$ cat src/rtl/input_debouncer.sv
// input_debouncer: synchronise, debounce and polarity-normalise raw board inputs, with press/release pulses
module input_debouncer #(
  parameter int NUM_INPUTS      = 12,
  parameter int DEBOUNCE_CYCLES = 500000,
  parameter int CNT_WIDTH       = 20,
  parameter bit ACTIVE_LOW      = 1'b1
) (
  input  logic                  clk,
  input  logic                  rst_n,
  input  logic [NUM_INPUTS-1:0] raw_in,
  output logic [NUM_INPUTS-1:0] data_out,
  output logic [NUM_INPUTS-1:0] press_pulse,
  output logic [NUM_INPUTS-1:0] rel_pulse,
  output logic                  any_event
);
  localparam logic [NUM_INPUTS-1:0] IDLE = ACTIVE_LOW ? '1 : '0;
  localparam logic [CNT_WIDTH-1:0] LAST = CNT_WIDTH'(DEBOUNCE_CYCLES - 1);
  logic [NUM_INPUTS-1:0] meta_q, sync_q, stable_q, stable_d;
  logic [NUM_INPUTS-1:0] data_q, data_d, press_q, press_d, rel_q, rel_d;
  logic                  any_q, any_d;
  for (genvar i = 0; i < NUM_INPUTS; i++) begin : g_ch
    logic [CNT_WIDTH-1:0] cnt_q, cnt_d;
    logic                 differ, done;
    // any matching cycle, or a commit, restarts the count from zero
    assign differ      = sync_q[i] != stable_q[i];
    assign done        = differ && cnt_q == LAST;
    assign cnt_d       = differ && !done ? cnt_q + CNT_WIDTH'(1) : '0;
    assign stable_d[i] = done ? sync_q[i] : stable_q[i];
    always_ff @(posedge clk or negedge rst_n) begin
      if (!rst_n) cnt_q <= '0;
      else        cnt_q <= cnt_d;
    end
  end
  always_comb begin
    data_d  = stable_q ^ IDLE;
    press_d = data_d & ~data_q;
    rel_d   = ~data_d & data_q;
    any_d   = |(press_d | rel_d);
  end
  always_ff @(posedge clk or negedge rst_n) begin
    if (!rst_n) begin
      meta_q   <= IDLE;
      sync_q   <= IDLE;
      stable_q <= IDLE;
      data_q   <= '0;
      press_q  <= '0;
      rel_q    <= '0;
      any_q    <= 1'b0;
    end else begin
      meta_q   <= raw_in;
      sync_q   <= meta_q;
      stable_q <= stable_d;
      data_q   <= data_d;
      press_q  <= press_d;
      rel_q    <= rel_d;
      any_q    <= any_d;
    end
  end
  assign data_out    = data_q;
  assign press_pulse = press_q;
  assign rel_pulse   = rel_q;
  assign any_event   = any_q;
endmodule

$ cat config.mk
export PLATFORM = sky130hd
export DESIGN_NAME = input_debouncer
export DESIGN_NICKNAME = d
export VERILOG_FILES = /design/src/rtl/input_debouncer.sv
export SDC_FILE = /design/constraint.sdc
export NUM_CORES = 1
export LEC_CHECK = 0
export ABC_CLOCK_PERIOD_IN_PS = 3870
export BUFFER_PORTS_ARGS = -buffer_cell sky130_fd_sc_hd__buf_4
export CORE_ASPECT_RATIO = 1.5
export CORE_UTILIZATION = 60
export CTS_BUF_LIST = sky130_fd_sc_hd__clkbuf_16
export CTS_CLUSTER_DIAMETER = 150
export DETAILED_ROUTE_END_ITERATION = 8
export GPL_TIMING_DRIVEN = 1
export PLACE_DENSITY = 0.77
export SLEW_MARGIN = 30
export SYNTH_ARGS = -nofsm -noshare
export SYNTH_HDL_FRONTEND = slang
export SYNTH_SLANG_ARGS = --single-unit
$ cat constraint.sdc
create_clock -name clk -period 3.87 [get_ports clk]
set_clock_uncertainty 0.1 [all_clocks]
set_input_delay 0.774 -clock clk [delete_from_list [all_inputs] [get_ports clk]]
set_output_delay 0.774 -clock clk [all_outputs]
set_load 0.1 [all_outputs]
==> results.tsv <==
stage	metric	value	unit
logic_synthesis	ys_async_sr_fraction	100	%
timing	final-hold-violation-count	0	
cts	cts.hold.buffers_added	0	
timing	slew_viol_final	0	
worst_setup_path	r2r_start	g_ch[5].cnt_q[0]	
route	wl_per_cell	14.8	um
worst_setup_path	critPathCaptureType	register	
logic_synthesis	syn_area	14600	um^2
cts	cts_sinks	313	
route	totalWireLength	27300	um
global_route	overflow	0	
global_route	antenna_found_initial	0	
route	drc_errors	0	
worst_setup_path	crit_arrival	2.96	ns
worst_setup_path	crit_type	register to register	
layout	fin_util	69.5	%
cts	clk_pin_slew	0.07	ns
placement	place_hpwl	18400	um
power_and_ir_drop	finalPower	0.00680	W
logic_synthesis	synthFlopType	dfrtp_1	
logic_synthesis	synth_enable_flop_cells	0	
logic_synthesis	ys_top_cells_by_area	dfrtp_1, xnor2_1, dfstp_2	
logic_synthesis	syn_inst	1435	
layout	drive_gt1_share	12.2	%
global_route	grt_pass1_wl	47800	um
worst_setup_path	crit_path_end	g_ch[5].cnt_q[3]	
timing	fin_setup_tns	0	ns
worst_setup_path	cp_max_fo	18	
cts	cts.path.max_buffers	3	
die	die_area	25100	um^2
cts	cts_tree	yes	
timing	slew_headroom	37.7	%
power_and_ir_drop	ir_drop	0.000367	V
logic_synthesis	synth_top_cell_by_area	dfrtp_1	
cts	htreeDepth	1	
timing	rsz0062_at_grt	no	
global_route	grt_max_degree	79	
global_route	gr-usage-all-layers	23.0	%
route	vias	10500	
die	coreArea	23800	um^2
worst_setup_path	required	4.17	ns
worst_setup_path	r2r_end	g_ch[5].cnt_q[3]	
global_route	grt_pass1_vias	10600	
cts	cts_resized	0	
layout	area_growth	13.0	%
worst_setup_path	startpoint_type	register	
layout	n_antenna_cell	0	
power_and_ir_drop	powerDensity	411	nW/um^2
layout	fillers	1831	
layout	final_cell_mix	dfrtp_1, nor2_1, xnor2_1	
power_and_ir_drop	p_leak	6.71	nW
cts	cts_setup_buffers	0	
placement	port_buffers	50	
timing	final.min_clock_period	2.66	ns
logic_synthesis	ys_seq_elements	313	
timing	finalWorstSetupSlack	1.21	ns
cts	cts-buffers-inserted	31	
timing	finalCritPeriodShare	68.7	%
layout	mostFrequentLayoutCell	dfrtp_1	
placement	place_worst_setup_slack	1.15	ns
route	firstDrtPassIters	5	
logic_synthesis	yosysSeqAreaShare	53.8	%
logic_synthesis	syn_area_per_cell	10.2	um^2
layout	seq_area	7880	um^2
route	drt_first_iter_violations	428	
logic_synthesis	syn_nets	1485	
route	antenna_left	0	
cts	clk_latency	0.57	ns
worst_setup_path	crit_path_start	g_ch[5].cnt_q[0]	
hold_path	hold_class	primary input to asynchronous set/reset pin	
logic_synthesis	ys.warnings.count	0	
worst_setup_path	r2r_setup_slack	1.21	ns
layout	multi_input_area	6360	um^2
die	num_rows	69	
die	die_h	193	um
worst_setup_path	worstRegToRegCells	5	
layout	final_nets	1554	
cts	cts-root-buf	clkbuf_16	
timing	max_freq	0.376	GHz
route	via_per_inst	5.70	
placement	gp_congestion	0.842	
run_status	outcome	finished clean	
die	die_w	130	um
placement	place_area	15400	um^2
timing	worst_pin_slew	0.931	ns
die	initial_core_util	61.5	%
run	maxCapViolations	0	
timing	setup_viol	0	
logic_synthesis	ys_types	45	
logic_synthesis	netlist.area_leader.share	47.3	%
die	io_pins	51	
layout	final_area	16600	um^2
-- worst min-delay path by stage --
stage              start                 to  slack, ns  depth (start not counted)
2_1_floorplan  meta_q[0]          sync_q[0]       0.25                          0
3_3_place_gp   meta_q[8]          sync_q[8]       0.25                          0
3_5_place_dp   meta_q[0]          sync_q[0]       0.25                          0
4_1_cts            rst_n  g_ch[4].cnt_q[12]       0.02                          1
5_1_grt            rst_n  g_ch[4].cnt_q[10]       0.04                          1
6_report           rst_n  g_ch[4].cnt_q[13]       0.02                          1
-- synth_stat cells, drive strengths merged (7+ instances only) --
| master | n |
|---|---|
| ha | 36 |
| o31ai | 14 |
| buf | 7 |
| dfstp | 36 |
| nor2 | 235 |
| a31o | 9 |
| xor2 | 39 |
| dfrtp | 277 |
| nand4 | 82 |
| o21ai | 26 |
| and4 | 10 |
| a21oi | 46 |
| and3 | 13 |
| or3 | 37 |
| nand3 | 79 |
| nand2 | 66 |
| or4 | 23 |
| mux2 | 12 |
| inv | 79 |
| xnor2 | 141 |
| nor3 | 50 |
| nor4b | 8 |
| clkbuf | 19 |
| nor4 | 59 |
-- report_power, final --
group          internal, W  leakage (nW)  switching, W
Combinational    0.0000626          2.00      0.000139
Sequential         0.00333          4.15     0.0000450
Clock              0.00193         0.549       0.00130
Total              0.00532          6.71       0.00148
-- flip-flops by register name, summed over array words and instances (netlist names) --
| signal | cells |
|---|---|
| g_ch.cnt_q | 240 |
| data_out | 12 |
| meta_q | 12 |
| press_pulse | 12 |
| rel_pulse | 12 |
| stable_q | 12 |
| sync_q | 12 |
| any_event | 1 |
-- logic make-up (layout without fill, tap and decap cells) --
logic type	count (synthesis)	in the layout	share of synthesized area, %
adders and majority gates	36	36	3.08
AOI/OAI and AO/OA	105	105	4.75
muxes	16	16	1.20
DFF	313	313	53.8
and+or+nand+nor	680	680	23.6
xor gates and xnor gates	180	180	10.8
buffers and inverters	105	199	2.79
-- metrics by stage --
step,hold WS (ns),instances
after global routing,0.0353,1848
after CTS,0.0233,1846
after detailed placement,0.247,1788
after global placement,0.246,1788
after floorplan,0.245,1435
final,0.0151,1848
-- layout make-up --
type,count,area share (%)
inverters,79,1.79
clock inverters,27,1.99
flip-flops and latches,313,47.6
well taps,319,2.41
multi-input cells,1017,38.4
clock buffers,31,4.69
repair buffers,62,3.11
-- critical path: stages (launching register included) --
cell and delay, ns:
dfrtp_1 0.42, ha_1 0.28, nand4_4 0.16, or4b_4 0.53, o41ai_4 0.90, nor2_1 0.12
-- layer usage --
metal	up-vias	part of all wire, %	track usage [%]
met5	-	0	0
met4	0	2.3	8.27
met3	53	3.4	3.01
met2	186	52	40.1
met1	5127	42	28.8
li1	5162	-	-
Power figures use the tool's default switching activity.
